<file path="config.mk">
export PLATFORM = sky130hd
export DESIGN_NAME = icap_reg_reader_flat
export DESIGN_NICKNAME = d
export VERILOG_FILES = /design/src/rtl/icap_reg_reader_if.sv /design/src/rtl/icap_reg_reader.sv /design/src/flat_wrapper.sv
export SDC_FILE = /design/constraint.sdc
export NUM_CORES = 1
export LEC_CHECK = 0
export BUFFER_PORTS_ARGS = -buffer_cell sky130_fd_sc_hd__buf_2
export CAP_MARGIN = 5
export CORE_UTILIZATION = 45
export DETAILED_ROUTE_END_ITERATION = 12
export PLACE_DENSITY = 0.69
export SYNTH_ARGS = -nofsm -noshare
export SYNTH_HDL_FRONTEND = slang
export SYNTH_SLANG_ARGS = --single-unit
</file>
<file path="constraint.sdc">
create_clock -name clk -period 2.05 [get_ports clk]
set_input_delay 0.41 -clock clk [delete_from_list [all_inputs] [get_ports clk]]
set_output_delay 0.41 -clock clk [all_outputs]
set_load 0.005 [all_outputs]
</file>
<file path="src/rtl/icap_reg_reader_if.sv">
// Request/response handshake plus the ICAP_SPARTAN3A pin bundle for icap_reg_reader.
// The slave modport is the reader; the master modport is its requester and the ICAP side.
interface icap_reg_reader_if;
  logic        start;
  logic [5:0]  reg_addr;
  logic        busy;
  logic        done;
  logic        err;
  logic [15:0] rd_data;
  logic        icap_clk;
  logic        icap_ce;
  logic        icap_write;
  logic [7:0]  icap_i;
  logic [7:0]  icap_o;
  logic        icap_busy;

  modport master (
    output start, reg_addr, icap_o, icap_busy,
    input  busy, done, err, rd_data, icap_clk, icap_ce, icap_write, icap_i
  );

  modport slave (
    input  start, reg_addr, icap_o, icap_busy,
    output busy, done, err, rd_data, icap_clk, icap_ce, icap_write, icap_i
  );
endinterface

</file>
<file path="src/rtl/icap_reg_reader.sv">
// Reads one 16-bit configuration register through the Spartan-3A ICAP: sync + read header,
// data capture with busy/timeout handling, then desync. ICAP clock is bit-banged in 3 phases.
module icap_reg_reader #(
  parameter int RD_DUMMY     = 2,
  parameter int BUSY_TIMEOUT = 255
) (
  input logic              clk,
  input logic              rst,
  icap_reg_reader_if.slave bus
);

  typedef enum logic [2:0] {IDLE, WR_HDR, SW_RD, RD, SW_WR, WR_DESYNC, FIN} state_t;

  localparam logic [3:0] DUMMY_N  = 4'(RD_DUMMY);
  localparam logic [7:0] BUSY_LIM = 8'(BUSY_TIMEOUT - 1);

  state_t      state, state_nxt;
  logic [1:0]  phase;
  logic [3:0]  slot, slot_nxt;
  logic [7:0]  busy_cnt, busy_cnt_nxt;
  logic [5:0]  addr_r;
  logic        icap_clk_r, icap_ce_r, icap_write_r;
  logic [7:0]  icap_i_r;
  logic        done_r, err_r;
  logic [15:0] rd_data_r;
  logic        slot_end, accept, cap_hi, cap_lo, tmo;
  logic        drv_ce, drv_write;
  logic [7:0]  drv_byte;

  // ICAP data pins are bit-reversed relative to the configuration byte order.
  function automatic logic [7:0] rev8(input logic [7:0] b);
    logic [7:0] r;
    for (int i = 0; i < 8; i++) r[i] = b[7-i];
    return r;
  endfunction

  function automatic logic [7:0] hdr_byte(input logic [3:0] idx, input logic [5:0] addr);
    logic [15:0] hw;
    hw = {3'b001, 2'b01, addr, 5'b00001};
    case (idx)
      4'd0:    return 8'hAA;
      4'd1:    return 8'h99;
      4'd4:    return hw[15:8];
      4'd5:    return hw[7:0];
      4'd2, 4'd6, 4'd8: return 8'h20;
      default: return 8'h00;
    endcase
  endfunction

  function automatic logic [7:0] desync_byte(input logic [3:0] idx);
    case (idx)
      4'd0:       return 8'h30;
      4'd1:       return 8'hA1;
      4'd3:       return 8'h0D;
      4'd4, 4'd6: return 8'h20;
      default:    return 8'h00;
    endcase
  endfunction

  assign slot_end = (phase == 2'd2);

  always_ff @(posedge clk) begin
    if (rst) begin
      state    <= IDLE;
      phase    <= 2'd0;
      slot     <= 4'd0;
      busy_cnt <= 8'd0;
    end else begin
      state    <= state_nxt;
      slot     <= slot_nxt;
      busy_cnt <= busy_cnt_nxt;
      phase    <= (state == IDLE || state == FIN || slot_end) ? 2'd0 : phase + 2'd1;
    end
  end

  always_comb begin
    state_nxt    = state;
    slot_nxt     = slot;
    busy_cnt_nxt = busy_cnt;
    accept       = 1'b0;
    cap_hi       = 1'b0;
    cap_lo       = 1'b0;
    tmo          = 1'b0;
    drv_ce       = 1'b1;
    drv_write    = 1'b1;
    drv_byte     = 8'h00;
    case (state)
      IDLE: begin
        // done_r blocks a start that coincides with the completion pulse
        if (bus.start && !done_r) begin
          accept       = 1'b1;
          state_nxt    = WR_HDR;
          slot_nxt     = 4'd0;
          busy_cnt_nxt = 8'd0;
        end
      end
      WR_HDR: begin
        drv_ce    = 1'b0;
        drv_write = 1'b0;
        drv_byte  = hdr_byte(slot, addr_r);
        if (slot_end) begin
          if (slot == 4'd9) begin
            state_nxt = SW_RD;
            slot_nxt  = 4'd0;
          end else begin
            slot_nxt = slot + 4'd1;
          end
        end
      end
      SW_RD: begin
        if (slot_end) begin
          state_nxt    = RD;
          slot_nxt     = 4'd0;
          busy_cnt_nxt = 8'd0;
        end
      end
      RD: begin
        drv_ce = 1'b0;
        if (slot_end) begin
          if (slot < DUMMY_N) begin
            slot_nxt = slot + 4'd1;
          end else if (bus.icap_busy) begin
            if (busy_cnt == BUSY_LIM) begin
              tmo       = 1'b1;
              state_nxt = SW_WR;
              slot_nxt  = 4'd0;
            end else begin
              busy_cnt_nxt = busy_cnt + 8'd1;
            end
          end else begin
            busy_cnt_nxt = 8'd0;
            if (slot == DUMMY_N) begin
              cap_hi   = 1'b1;
              slot_nxt = slot + 4'd1;
            end else begin
              cap_lo    = 1'b1;
              state_nxt = SW_WR;
              slot_nxt  = 4'd0;
            end
          end
        end
      end
      SW_WR: begin
        drv_write = 1'b0;
        if (slot_end) begin
          state_nxt = WR_DESYNC;
          slot_nxt  = 4'd0;
        end
      end
      WR_DESYNC: begin
        drv_ce    = 1'b0;
        drv_write = 1'b0;
        drv_byte  = desync_byte(slot);
        if (slot_end) begin
          if (slot == 4'd7) state_nxt = FIN;
          else              slot_nxt  = slot + 4'd1;
        end
      end
      FIN:     state_nxt = IDLE;
      default: state_nxt = IDLE;
    endcase
  end

  always_ff @(posedge clk) begin
    if (rst) begin
      icap_clk_r   <= 1'b0;
      icap_ce_r    <= 1'b1;
      icap_write_r <= 1'b1;
      icap_i_r     <= 8'h00;
      done_r       <= 1'b0;
      err_r        <= 1'b0;
      rd_data_r    <= 16'h0000;
    end else begin
      done_r <= (state == FIN);
      if (state == FIN) begin
        icap_ce_r    <= 1'b1;
        icap_write_r <= 1'b1;
        icap_i_r     <= 8'h00;
      end else if (state != IDLE) begin
        case (phase)
          2'd0: begin
            icap_i_r     <= rev8(drv_byte);
            icap_ce_r    <= drv_ce;
            icap_write_r <= drv_write;
          end
          2'd1:    icap_clk_r <= 1'b1;
          default: icap_clk_r <= 1'b0;
        endcase
      end
      if (accept) err_r <= 1'b0;
      if (tmo) begin
        err_r     <= 1'b1;
        rd_data_r <= 16'h0000;
      end
      if (cap_hi) rd_data_r[15:8] <= rev8(bus.icap_o);
      if (cap_lo) rd_data_r[7:0]  <= rev8(bus.icap_o);
    end
  end

  always_ff @(posedge clk) begin
    if (accept) addr_r <= bus.reg_addr;
  end

  assign bus.busy       = (state != IDLE) || done_r;
  assign bus.done       = done_r;
  assign bus.err        = err_r;
  assign bus.rd_data    = rd_data_r;
  assign bus.icap_clk   = icap_clk_r;
  assign bus.icap_ce    = icap_ce_r;
  assign bus.icap_write = icap_write_r;
  assign bus.icap_i     = icap_i_r;

endmodule
</file>
<file path="src/flat_wrapper.sv">
// flat-port wrapper written by rule: the top's interface ports become plain ports
module icap_reg_reader_flat 
#(
  parameter int RD_DUMMY     = 2,
  parameter int BUSY_TIMEOUT = 255
)
  (clk, rst, bus_start, bus_reg_addr, bus_icap_o, bus_icap_busy, bus_busy, bus_done, bus_err, bus_rd_data, bus_icap_clk, bus_icap_ce, bus_icap_write, bus_icap_i);
  icap_reg_reader_if bus_i ();
  input logic clk;
  input logic rst;
  input wire logic [$bits(bus_i.start)-1:0] bus_start;
  input wire logic [$bits(bus_i.reg_addr)-1:0] bus_reg_addr;
  input wire logic [$bits(bus_i.icap_o)-1:0] bus_icap_o;
  input wire logic [$bits(bus_i.icap_busy)-1:0] bus_icap_busy;
  output wire logic [$bits(bus_i.busy)-1:0] bus_busy;
  output wire logic [$bits(bus_i.done)-1:0] bus_done;
  output wire logic [$bits(bus_i.err)-1:0] bus_err;
  output wire logic [$bits(bus_i.rd_data)-1:0] bus_rd_data;
  output wire logic [$bits(bus_i.icap_clk)-1:0] bus_icap_clk;
  output wire logic [$bits(bus_i.icap_ce)-1:0] bus_icap_ce;
  output wire logic [$bits(bus_i.icap_write)-1:0] bus_icap_write;
  output wire logic [$bits(bus_i.icap_i)-1:0] bus_icap_i;
  assign bus_i.start = bus_start;
  assign bus_i.reg_addr = bus_reg_addr;
  assign bus_i.icap_o = bus_icap_o;
  assign bus_i.icap_busy = bus_icap_busy;
  assign bus_busy = bus_i.busy;
  assign bus_done = bus_i.done;
  assign bus_err = bus_i.err;
  assign bus_rd_data = bus_i.rd_data;
  assign bus_icap_clk = bus_i.icap_clk;
  assign bus_icap_ce = bus_i.icap_ce;
  assign bus_icap_write = bus_i.icap_write;
  assign bus_icap_i = bus_i.icap_i;
  icap_reg_reader #(.RD_DUMMY(RD_DUMMY), .BUSY_TIMEOUT(BUSY_TIMEOUT)) u_core (.clk(clk), .rst(rst), .bus(bus_i));
endmodule
</file>
## Word level (Yosys, flattened, before mapping)

Index checks and enable logic that the tools add are counted.

- Flip-flop bits (word level): 52
- Output and inout bits: 30
- Input bits: 18
- Word-level logic and storage cells: 138

- Bitwise operators: 2
- Eq/ne operators: 33
- Add/subtract/negate cells: 3
- Multiplexer cells: 60
- $lt $le $gt $ge: 1
- Reduce and logical (&&, ||, !) cells: 26

Operators by type and width:

| operator | number |
|---|---|
| $mux W8 | 8 |
| $mux W4 | 11 |
| $pmux W8 S5 | 1 |
| $mux W3 | 12 |
| $pmux W8 S4 | 1 |
| $pmux W8 S3 | 1 |
| $mux W1 | 21 |
| $pmux W4 S5 | 1 |
| $pmux W3 S6 | 1 |
| $eq A4 B3 Y1 const B | 4 |
| $mux W16 | 1 |
| $ne A2 B1 Y1 const B | 8 |
| $pmux W8 S2 | 1 |
| $reduce_and A11 Y1 | 1 |
| $eq A3 B3 Y1 const B | 3 |
| $reduce_or A3 Y1 | 3 |
| $add A8 B1 Y8 const B | 1 |
| $eq A4 B2 Y1 const B | 2 |
| $eq A4 B4 Y1 const B | 2 |
| $eq A8 B8 Y1 const B | 1 |
| $reduce_and A8 Y1 | 1 |
| $reduce_or A2 Y1 | 4 |
| $eq A3 B2 Y1 const B | 2 |
| $ne A2 B2 Y1 const B | 3 |
| other kinds (24) | 31 |

## Longest topological paths before layout

Gate-level depths: netlist of run 1.

- Depth after elaboration: 8
- Depth in mapped cells: 9
- Mapped depth without buffers: 7

## Least setup slack after synthesis of run 1

Ideal clock, no wire load.

- Kind: register to register
- From: register u_core.state[0]
- To: register u_core.busy_cnt[4]
- Required time: 1.980 ns
- Clock period less this slack: 2.005 ns
- Stages on the path, launching flop included: 7
- Slack: 0.045 ns
- Arrival: 1.935 ns
- Buffers on the path: 1
- Library setup time: 0.070 ns
- Cells stage by stage: dfxtp_1 > buf_6 > or4b_4 > a221oi_4 > nand3_4 > or3_1 > a21oi_1

- Cells in the longest elaborated chain, start to end: 3
- Elaborated cells on any way between the ends: 11
- Those cells by class: eq/ne: 7; mux: 1; reduce/logical: 3

Ends and longest elaborated chain:

| element | RTL line | RTL |
|---|---|---|
| start, declared | icap_reg_reader.sv:17 | `state_t state, state_nxt;` |
| start signal, assigned | icap_reg_reader.sv:69 | `state <= state_nxt;` |
| $eq A3 B2 Y1 / $logic_not A3 Y1 (equally long branches) | icap_reg_reader.sv:87 | `case (state)` |
| $ne A3 B3 Y1 (no line), or another cell as far along | -- |  |
| $reduce_and A6 Y1 (no line) | -- |  |
| end signal, assigned | icap_reg_reader.sv:71 | `busy_cnt <= busy_cnt_nxt;` |
| end, declared | icap_reg_reader.sv:20 | `logic [7:0] busy_cnt, busy_cnt_nxt;` |

Parallel ways exist; a longest one is shown, timed or not.
A chain may end at the register's enable or synchronous reset.

## Worst setup path after layout of run 1

- From: register u_core.state[2]
- To: output bus_busy

- Cells in the longest elaborated chain, start to end: 2

Ends and longest elaborated chain:

| element | RTL line | RTL |
|---|---|---|
| $reduce_bool A3 Y1 | icap_reg_reader.sv:204 | `assign bus.busy = (state != IDLE) \|\| done_r;` |
| $logic_or A1 B1 Y1 | icap_reg_reader.sv:204 |  |
| end, declared | flat_wrapper.sv:15 | `output wire logic [$bits(bus_i.busy)-1:0] bus_busy;` |

No other way between the ends.

==> results.md, run 1 <==
- Outcome: completed
- Synth async-reset ratio: 0%
- Sw Ratio: 34.8%
- Post-synth top area cell: dfxtp_1
- Post-Syn Area: 2590 um2
- Clock power share: 21.9%
- Final nets: 383
- Internal power: 1840 uW
- Die Area: 6060 um2
- Setup Crit Path Kind: reg2out
- P_leak: 0.00127 uW
- Clk_skew: 0.0120 ns
- NetSw: 985 uW
- DR iter-0 viols: 92
- Max-capacitance violation count: 0
- Routed wire per std cell: 14.5 um
- Crit Path Max Fanout: 9
- Vias in the first global route: 2271
- CTS tree: yes
- Register-to-register setup slack: 0.13 ns
- Initial Utilization: 46.7%
- Max-slew violations: 0
- Die height: 77.8 um
- Initial antenna violation count: 0
- Top cell type's share of synthesized area: 35.6%
- Buf/Inv on CP: 2
- Crit path launch type: register
- Crit end category: primary output
- Crit path max-delay family: simple AND/OR/NAND/NOR gates
- First-pass GRT wire length: 10.5 mm
- Hold path depth: 1
- DR vias/cell: 5.54
- Ranking of synthesized cells by area: dfxtp_1 36%, edfxtp_1 7.0%, nor2_1 6.7%
- Req. time, crit path: 1.64 ns
- Mapped Nets: 323
- PortBufs: 47
- Slew @ Worst Pin: 0.754 ns
- Share of layout cells above drive strength 1: 24.6%
- # diodes: 0
- GPL Wtd Cong: 0.826
- Synth Flop Type: dfxtp_1
- Drt drc: 0
- CTS Buf Count: 5
- Latest clock arrival within the worst-skew pair: 0.32 ns
- DPL Wire Length: 4.48 mm
- Largest net degree at the start of global routing: 27
- CP peak stage delay: 0.46 ns
- Final setup viols: 0
- Part of the power in registers: 43.3%
- Worst Slack Setup Final: 0.0836 ns
- Total Wirelength: 6.21 mm
- GRT Total Usage: 21.7%
- Register area share after synthesis: 42.5%
- Synthesis warning total: 0
- RSZ-0062 raised after global routing: false
- Max Freq: 0.509 GHz
- #FFs+latches synth: 52
- H-tree depth: 2
- Mapped Cells: 296
- Synthesis-to-finish area growth: 21.0%
- DRT Pass-1 Iters: 4
- CP max-delay cell: or4_1
- Reg2reg end: u_core.busy_cnt[4]$_SDFFE_PP0P_
- Final period util: 95.9%
- Power Total: 2830 uW
- Post-layout min period: 1.97 ns
- Relative slew margins: 49.3%
- Core area: 5540 um2
- Comb power frac: 34.8%
- Final Hold Vio Count: 0
- Worst slack at placement: -0.0193 ns
- Number of synthesized flops with an enable pin: 6
- Critical path cell sequence: buf_4 -> or4_1 -> buf_2
- Row count: 27
- GRT overflow: 0
- Peak VDD IR: 602 uV
- Hold Path Sink: u_core.addr_r[2]$_DFFE_PP_
- Synth top cells by count: 46 x dfxtp_1, 46 x nor2_1, 18 x nand2_1
- PwrDens: 903 nW/um2
- FILL cells: 522
- # IOs: 48
- Tightest Hold Check Type: in2reg
- Post-DRT Antenna Nets: 0
- Hold wc startpoint: bus_reg_addr[2]
- Vias: 2378
- Clock root cell: clkbuf_8
- Worst Path Arrival: 1.56 ns
- CTS sink count: 52
- Reg clk slew, reported paths: 0.10 ns
- Yosys cell types: 55
- Clk buf depth: 2
- Synthesized area per cell: 8.75 um2
- Die width: 77.8 um
- Reg-to-reg startpoint: u_core.state[0]$_SDFFE_PP0P_
- Worst Reg-to-Reg Cells: 6
[layout make-up]
class                   count  area (um2)  share of cell area, %
clock inverters             3        25.0                  0.799
flip-flops and latches     52        1100                   35.1
well taps                  72        90.1                   2.88
repair buffers             74         438                   14.0
clock buffers               5        68.8                   2.20
multi-input cells         212        1370                   43.7
inverters                  11        41.3                   1.32
[metal layers]
| layer | part of all wire [%] | GRT usage [%] | wire length (um) |
|---|---|---|---|
| met1 | 49 | 30.0 | 3020 |
| met2 | 46 | 34.2 | 2830 |
| met3 | 4.7 | 3.76 | 291 |
| met4 | 1.2 | 7.17 | 72 |
| met5 | 0 | 0 | 0 |
[state kept, by name, summed over array words and instances, names as in the netlist]
register,cells
u_core.addr_r,6
u_core.bus.done,1
u_core.bus.err,1
u_core.bus.icap_ce,1
u_core.bus.icap_clk,1
u_core.bus.icap_i,8
u_core.bus.icap_write,1
u_core.bus.rd_data,16
u_core.busy_cnt,8
u_core.phase,2
u_core.slot,4
u_core.state,3
[worst max path at each step]
stage,from,endpoint,slack (ns),depth (start not counted)
2_1_floorplan,u_core.state[0]$_SDFFE_PP0P_,u_core.busy_cnt[4]$_SDFFE_PP0P_,0.04,6
3_3_place_gp,bus_start,u_core.busy_cnt[7]$_SDFFE_PP0P_,-0.02,7
3_5_place_dp,bus_start,u_core.busy_cnt[6]$_SDFFE_PP0P_,-0.02,7
4_1_cts,u_core.phase[0]$_SDFF_PP0_,u_core.slot[2]$_SDFFE_PP0P_,0.05,7
5_1_grt,u_core.state[2]$_SDFFE_PP0P_,bus_busy,0.02,3
6_report,u_core.state[2]$_SDFFE_PP0P_,bus_busy,0.08,3
[power by group through the flow]
stage	combinational (uW)	clock (uW)	sequential (uW)
2_1_floorplan	627	0	1250
3_3_place_gp	945	0	1240
3_5_place_dp	961	0	1250
4_1_cts	967	640	1220
5_1_grt	1090	669	1240
6_report	983	620	1220
[logic make-up (layout without fill, tap and decap cells)]
logic type               after synthesis  count (layout)  synth area share (%)
AND/OR/NAND/NOR                      122             122                  24.5
XOR/XNOR                               6               6                  2.03
buffers and inverters                 32              93                  4.93
AO/OA/AOI/OAI                         74              74                  21.3
flip-flops                            52              52                  42.5
adder cells (fa/ha/maj)               10              10                  4.74
[layout by cell type (no fill, tap or decap), drive strengths merged, types with 3 or more instances in the layout]
| master | count |
|---|---|
| a211oi | 3 |
| a21oi | 12 |
| a22oi | 17 |
| a31oi | 3 |
| and3 | 3 |
| buf | 74 |
| clkbuf | 5 |
| dfxtp | 46 |
| edfxtp | 6 |
| ha | 9 |
| inv | 13 |
| nand2 | 18 |
| nand2b | 4 |
| nand3 | 11 |
| nand4 | 3 |
| nand4b | 4 |
| nor2 | 46 |
| nor2b | 7 |
| nor3 | 6 |
| nor4 | 4 |
| o21ai | 9 |
| o31ai | 3 |
| or3 | 5 |
| xor2 | 5 |
[repair_timing]
action / CTS / global route
gates resized for setup: 0 / 2
hold buffers: 0 / 0
setup endpoints to repair: 0 / 12
endpoints found under the hold margin: 0 / 0
buffers inserted: 0 / 1
[per-stage QoR]
| step | hold slack [ns] | setup TNS [ns] | util [%] | cell area (um2) | std cells |
|---|---|---|---|---|---|
| final | 0.265 | 0 | 56.5 | 3130 | 429 |
| after floorplan | 0.432 | 0 | - | 2590 | 296 |
| after CTS | 0.252 | 0 | 56.3 | 3120 | 428 |
| after global placement | 0.449 | -0.100 | 54.6 | 3020 | 420 |
| after global routing | 0.249 | 0 | 56.5 | 3130 | 429 |
| after detailed placement | 0.448 | -0.106 | 54.6 | 3020 | 420 |
(Power assumes the default switching activity.)
==> run 2: changes to the inputs <==
--- a/config.mk
+++ b/config.mk
@@ -10,6 +10,7 @@
 export CORE_UTILIZATION = 45
 export DETAILED_ROUTE_END_ITERATION = 12
 export PLACE_DENSITY = 0.69
+export REMOVE_ABC_BUFFERS = 1
 export SYNTH_ARGS = -nofsm -noshare
 export SYNTH_HDL_FRONTEND = slang
 export SYNTH_SLANG_ARGS = --single-unit
==> run 2 against run 1 <==
Clock skew fell by 0.0029 ns. Total power rose by 3.3%. Sequential share of layout area fell by 0.27 points. Highest routed layer unchanged.
==> results.md, run 2 (synthesis gave the netlist of run 1 again) <==
- Max Freq: 0.506 GHz (-0.58%)
- FILL cells: 494 (-5.4%)
- DRT Pass-1 Iters: 5 (+1)
- Slew @ Worst Pin: 0.665 ns (-0.0892 ns)
- Multi-input logic area: 1380 um2 (+1.1%)
- CTS sink count: 52 (unchanged)
- Clk_skew: 0.00905 ns (-0.00294 ns)
- GPL Wtd Cong: 0.878 (+6.2%)
- DR vias/cell: 5.63 (+1.5%)
- Crit end category: register
- Drt drc: 0 (unchanged)
- Final Util: 57.1% (+0.56 points)
- Peak VDD IR: 575 uV (-4.5%)
- PortBufs: 47 (unchanged)
- Largest net degree at the start of global routing: 18 (-33%)
- Most frequent cells in the layout: 47 x buf_2, 44 x nor2_1, 44 x dfxtp_1
- Initial antenna violation count: 0 (unchanged)
- Reg-to-reg startpoint: u_core.state[0]$_SDFFE_PP0P_
- PwrDens: 923 nW/um2 (+2.3%)
- RSZ-0062 raised after global routing: true
- First-pass GRT wire length: 10.3 mm (-2.0%)
- Final period util: 96.5% (+0.56 points)
- CP peak stage delay: 0.58 ns (+0.12 ns)
- P_leak: 0.00128 uW (+0.91%)
- Post-DRT Antenna Nets: 0 (unchanged)
- Final Hold Vio Count: 0 (unchanged)
- Dpl cell area: 3020 um2 (-0.25%)
- Row count: 27 (unchanged)
- Final instance area: 3160 um2 (+1.0%)
- Register-to-register setup slack: 0.07 ns (-0.06 ns)
- Relative slew margins: 55.4% (+6.1 points)
- Crit Path Max Fanout: 5 (-4)
- Crit path max-delay family: simple AND/OR/NAND/NOR gates
- Latest clock arrival within the worst-skew pair: 0.31 ns (about the same)
- CTS Buf Count: 5 (unchanged)
- Vias in the first global route: 2237 (-1.5%)
- Max reg flops: 16 (unchanged)
- Vias: 2414 (+1.5%)
- Share of layout cells above drive strength 1: 26.6% (+2.0 points)
- Routed wire per std cell: 14.4 um (-0.66%)
- Setup crit end: u_core.busy_cnt[6]$_SDFFE_PP0P_
- Critical path depth in cells: 6 (+3)
- Max-slew violations: 0 (unchanged)
- Post-layout min period: 1.98 ns (+0.0115 ns)
- Initial Utilization: 46.7% (unchanged)
- DPL Wire Length: 4.43 mm (-1.0%)
- Reg clk slew, reported paths: 0.09 ns (about the same)
- Buf/Inv on CP: 1 (-1)
- CTS tree: yes
- Sequential cell area: 1100 um2 (+0.23%)
- Total Wirelength: 6.17 mm (-0.66%)
- Worst Path Arrival: 2.18 ns (+0.62 ns)
- Req. time, crit path: 2.25 ns (+0.61 ns)
- Outcome: completed
- Die width: 77.8 um (unchanged)
- Max-capacitance violation count: 0 (unchanged)
- Most common cell after layout, fill and taps aside: buf_2
- Worst Reg-to-Reg Cells: 6 (unchanged)
- GRT overflow: 0 (unchanged)
- Die Area: 6060 um2 (unchanged)
- Clock root cell: clkbuf_8
- Clk buf depth: 2 (unchanged)
- Critical path cell sequence: or4b_4 -> a221oi_4 -> buf_4 -> nand4b_1 -> xor2_1 -> nor2_1
- Synthesis-to-finish area growth: 22.2%
- Final nets: 383 (unchanged)
- H-tree depth: 2 (unchanged)
- DR iter-0 viols: 168 (+83%)
- Crit path launch type: register
- CP max-delay cell: or4b_4
- Critical Path Start: u_core.state[0]$_SDFFE_PP0P_
- # IOs: 48 (unchanged)
- Core area: 5540 um2 (unchanged)
- Die height: 77.8 um (unchanged)
- # diodes: 0 (unchanged)
- Final setup viols: 0 (unchanged)
- Tightest Hold Check Type: in2reg
- GRT Total Usage: 21.4% (-0.29 points)
- Reg2reg end: u_core.busy_cnt[6]$_SDFFE_PP0P_
- Setup Crit Path Kind: reg2reg
-- run 2: stage by stage --
| step | power, uW | setup WS, ns | TNS [ns] | cells | hold WS (ns) |
|---|---|---|---|---|---|
| after floorplan | 1840 | -0.0323 | -0.0323 | 275 | 0.426 |
| after global placement | 2170 | 0.0106 | 0 | 419 | 0.444 |
| after detailed placement | 2190 | -0.0373 | -0.217 | 419 | 0.455 |
| after CTS | 2900 | 0.0628 | 0 | 427 | 0.261 |
| after global routing | 3120 | -0.0553 | -0.0872 | 429 | 0.248 |
| final | 2920 | 0.0721 | 0 | 429 | 0.270 |
-- run 2: final cells by class --
type | instances | share of cell area (%)
Clock inverter | 2 | 1.11
Tap cell | 72 | 2.85
Inverter | 11 | 1.30
Timing Repair Buffer | 74 | 13.8
Multi-Input combinational cell | 212 | 43.7
Clock buffer | 6 | 2.29
Sequential cell | 52 | 34.9
-- run 2: worst min-delay path by stage --
stage	from	end	slack (ns)	depth (start not counted)
finish	bus_reg_addr[5]	u_core.addr_r[5]$_DFFE_PP_	0.27	1
global route	bus_reg_addr[4]	u_core.addr_r[4]$_DFFE_PP_	0.25	1
CTS	bus_reg_addr[3]	u_core.addr_r[3]$_DFFE_PP_	0.26	1
detailed placement	u_core.bus.icap_i[6]$_SDFFE_PP0P_	u_core.bus.icap_i[6]$_SDFFE_PP0P_	0.46	2
global placement	u_core.bus.icap_i[6]$_SDFFE_PP0P_	u_core.bus.icap_i[6]$_SDFFE_PP0P_	0.44	2
floorplan	u_core.phase[0]$_SDFF_PP0_	u_core.phase[0]$_SDFF_PP0_	0.43	1
-- run 2: worst reg2reg max path, cell delays in order, from the launching register on --
cell and delay, ns:
dfxtp_2 0.33, or4b_4 0.58, a221oi_4 0.45, buf_4 0.19, nand4b_1 0.11, xor2_1 0.16
nor2_1 0.05
-- run 2: per-layer routing --
metal  up-vias  share of wire [%]  GRT usage [%]
met5         -                  0              0
met4         0               0.99           6.04
met3         7                3.6           4.59
met2        69                 47           33.7
met1      1140                 48           29.4
li1       1198                  -              -
-- run 2: what timing repair did --
| action | CTS | global route |
|---|---|---|
| setup buffers | 0 | 2 |
| gates resized for setup | 0 | 10 |
| hold buffers | 0 | 0 |
| setup endpoints to repair | 0 | 25 |
-- run 2: where the power goes --
group	internal, uW	switching [uW]	total (uW)
Clock	363	336	699
Combinational	436	560	996
Sequential	1160	64.0	1230
Total	1960	961	2920
==> run 3: changes to the inputs <==
--- a/config.mk
+++ b/config.mk
@@ -7,9 +7,9 @@
 export LEC_CHECK = 0
 export BUFFER_PORTS_ARGS = -buffer_cell sky130_fd_sc_hd__buf_2
 export CAP_MARGIN = 5
-export CORE_UTILIZATION = 45
+export CORE_UTILIZATION = 59
 export DETAILED_ROUTE_END_ITERATION = 12
-export PLACE_DENSITY = 0.69
+export PLACE_DENSITY = 0.91
 export REMOVE_ABC_BUFFERS = 1
 export SYNTH_ARGS = -nofsm -noshare
 export SYNTH_HDL_FRONTEND = slang
==> constraint.sdc (replaced) <==
create_clock -name clk -period 2.35 [get_ports clk]
set_input_delay 0.47 -clock clk [delete_from_list [all_inputs] [get_ports clk]]
set_output_delay 0.47 -clock clk [all_outputs]
set_load 0.005 [all_outputs]
==> run 3 against run 2 <==
Cell area shrank 5.5%. Die area shrank 23%. Worst setup slack gained 0.15 ns. Register-to-register slack gained 0.15 ns. Critical path depth grew 1. Critical endpoint is now u_core.bus.rd_data[1]$_SDFFE_PP0P_.
==> results.md, run 3 (synthesis gave the netlist of run 1 again) <==
- Crit end category: register
- CTS tree: yes
- Crit path launch type: register
- Post-CTS sizing: 0 (unchanged)
- Total Wirelength: 5.85 mm (-5.1%)
- Largest net degree at the start of global routing: 27 (+9)
- WHS: 0.338 ns (+0.0682 ns)
- H-tree depth: 2 (unchanged)
- Row count: 23 (-15%)
- CP peak stage delay: 0.49 ns (-0.09 ns)
- Peak VDD IR: 461 uV (-20%)
- First-pass GRT wire length: 9.28 mm (-10%)
- FILL cells: 311 (-37%)
- CP max-delay cell: o311a_1
- Crit Path Max Fanout: 17 (+12)
- Clock root cell: clkbuf_8
- Clk_skew: 0.00655 ns (-0.00250 ns)
- Post-CTS Hold Fix Bufs: 0 (unchanged)
- Tightest Hold Check Type: in2reg
- CTS sink count: 52 (unchanged)
- Core area: 4120 um2 (-26%)
- Max Freq: 0.471 GHz (-6.9%)
- RSZ-0062 raised after global routing: false
- Clk buf depth: 2 (unchanged)
- Most frequent cells in the layout: 47 x buf_2, 46 x nor2_1, 46 x dfxtp_1
- CTS Buf Count: 5 (unchanged)
- P_leak: 0.00120 uW (-6.4%)
- Final period util: 90.4% (-6.1 points)
- Final Hold Vio Count: 0 (unchanged)
- Total negative slack: 0 ns (unchanged)
- Latest clock arrival within the worst-skew pair: 0.31 ns (about the same)
- Synthesis-to-finish area growth: 15.6%
- Max-capacitance violation count: 0 (unchanged)
- Die height: 68.2 um (-12%)
- Setup bufs post-CTS: 0 (unchanged)
- Routed wire per std cell: 14.9 um (+3.6%)
- GRT Total Usage: 26.7% (+5.3 points)
- # IOs: 48 (unchanged)
- GPL Wtd Cong: 0.865 (-1.5%)
- Die width: 68.2 um (-12%)
- Worst Slack Setup Final: 0.225 ns (+0.153 ns)
- # diodes: 0 (unchanged)
- Outcome: completed
- Worst Path Arrival: 2.32 ns (+0.14 ns)
- Most common cell after layout, fill and taps aside: buf_2
- Share of layout cells above drive strength 1: 21.0% (-5.6 points)
- Power Total: 2390 uW (-18%)
- PortBufs: 47 (unchanged)
- PwrDens: 799 nW/um2 (-13%)
- Drt drc: 0 (unchanged)
- Final nets: 369 (-3.7%)
- GRT overflow: 0 (unchanged)
- DR vias/cell: 5.95 (+5.8%)
- Vias: 2340 (-3.1%)
- Initial antenna violation count: 0 (unchanged)
- Slew @ Worst Pin: 0.672 ns (+0.00716 ns)
- DR iter-0 viols: 204 (+21%)
- Final setup viols: 0 (unchanged)
- Req. time, crit path: 2.55 ns (+0.30 ns)
- Relative slew margins: 54.9% (-0.48 points)
- Worst slack at placement: 0.167 ns (+0.204 ns)
- Max reg flops: 16 (unchanged)
- Vias in the first global route: 2010 (-10%)
- Reg clk slew, reported paths: 0.10 ns (about the same)
- Critical path cell sequence: buf_4 -> nor4bb_1 -> o311a_1 -> nor2_1 -> buf_4 -> a22oi_1 -> nor2_1
- Setup Crit Path Kind: reg2reg
- Post-layout min period: 2.12 ns (+0.147 ns)
- Post-DRT Antenna Nets: 0 (unchanged)
- DPL Wire Length: 4.13 mm (-6.9%)
- Die Area: 4660 um2 (-23%)
- Max-slew violations: 0 (unchanged)
- DRT Pass-1 Iters: 4 (-1)
- Initial Utilization: 62.9% (+16 points)
## run 3: path summary, 6_finish.rpt
kind         cells after the start                                 end                              start  slack (ns)
min reg2reg                      2   u_core.bus.icap_i[3]$_SDFFE_PP0P_  u_core.bus.icap_i[3]$_SDFFE_PP0P_        0.47
min                              1          u_core.addr_r[1]$_DFFE_PP_                    bus_reg_addr[1]        0.34
max reg2reg                      7  u_core.bus.rd_data[1]$_SDFFE_PP0P_       u_core.state[0]$_SDFFE_PP0P_        0.23
max                              7  u_core.bus.rd_data[1]$_SDFFE_PP0P_       u_core.state[0]$_SDFFE_PP0P_        0.23
## run 3: layer usage
layer  wire (um)  vias to the layer above  global-route usage [%]
li1            -                     1166                       -
met1        2620                     1099                    36.1
met2        2870                       65                    42.5
met3         281                       10                    5.33
met4          78                        0                    8.59
met5           0                        -                       0
## run 3: final cells by class
type	instances	area, um2	area share (%)
repair buffers	60	333	11.1
inverters	11	41.3	1.38
clock buffers	5	68.8	2.30
multi-input cells	212	1360	45.5
clock inverters	3	25.0	0.836
flip-flops and latches	52	1100	36.8
well taps	50	62.6	2.09
## run 3: critical path: cells and delay by family (launching register included)
| family | cells | cell delay (ns) |
|---|---|---|
| compound gates | 2 | 0.66 |
| simple gates | 3 | 0.62 |
| buf+inv | 2 | 0.39 |
| flops | 1 | 0.34 |
## run 3: through the flow
stage	cells	cell area (um2)	utilization, %
6_report	393	2990	72.7
5_1_grt	393	2990	72.7
4_1_cts	393	2990	72.7
3_5_place_dp	385	2900	70.4
3_3_place_gp	385	2900	70.4
2_1_floorplan	275	2500	-
## run 3: report_power, final
| group | switching [uW] | internal [uW] | total (uW) |
|---|---|---|---|
| Combinational | 469 | 331 | 800 |
| Sequential | 53.9 | 1010 | 1070 |
| Clock | 308 | 217 | 525 |
| Total | 831 | 1560 | 2390 |
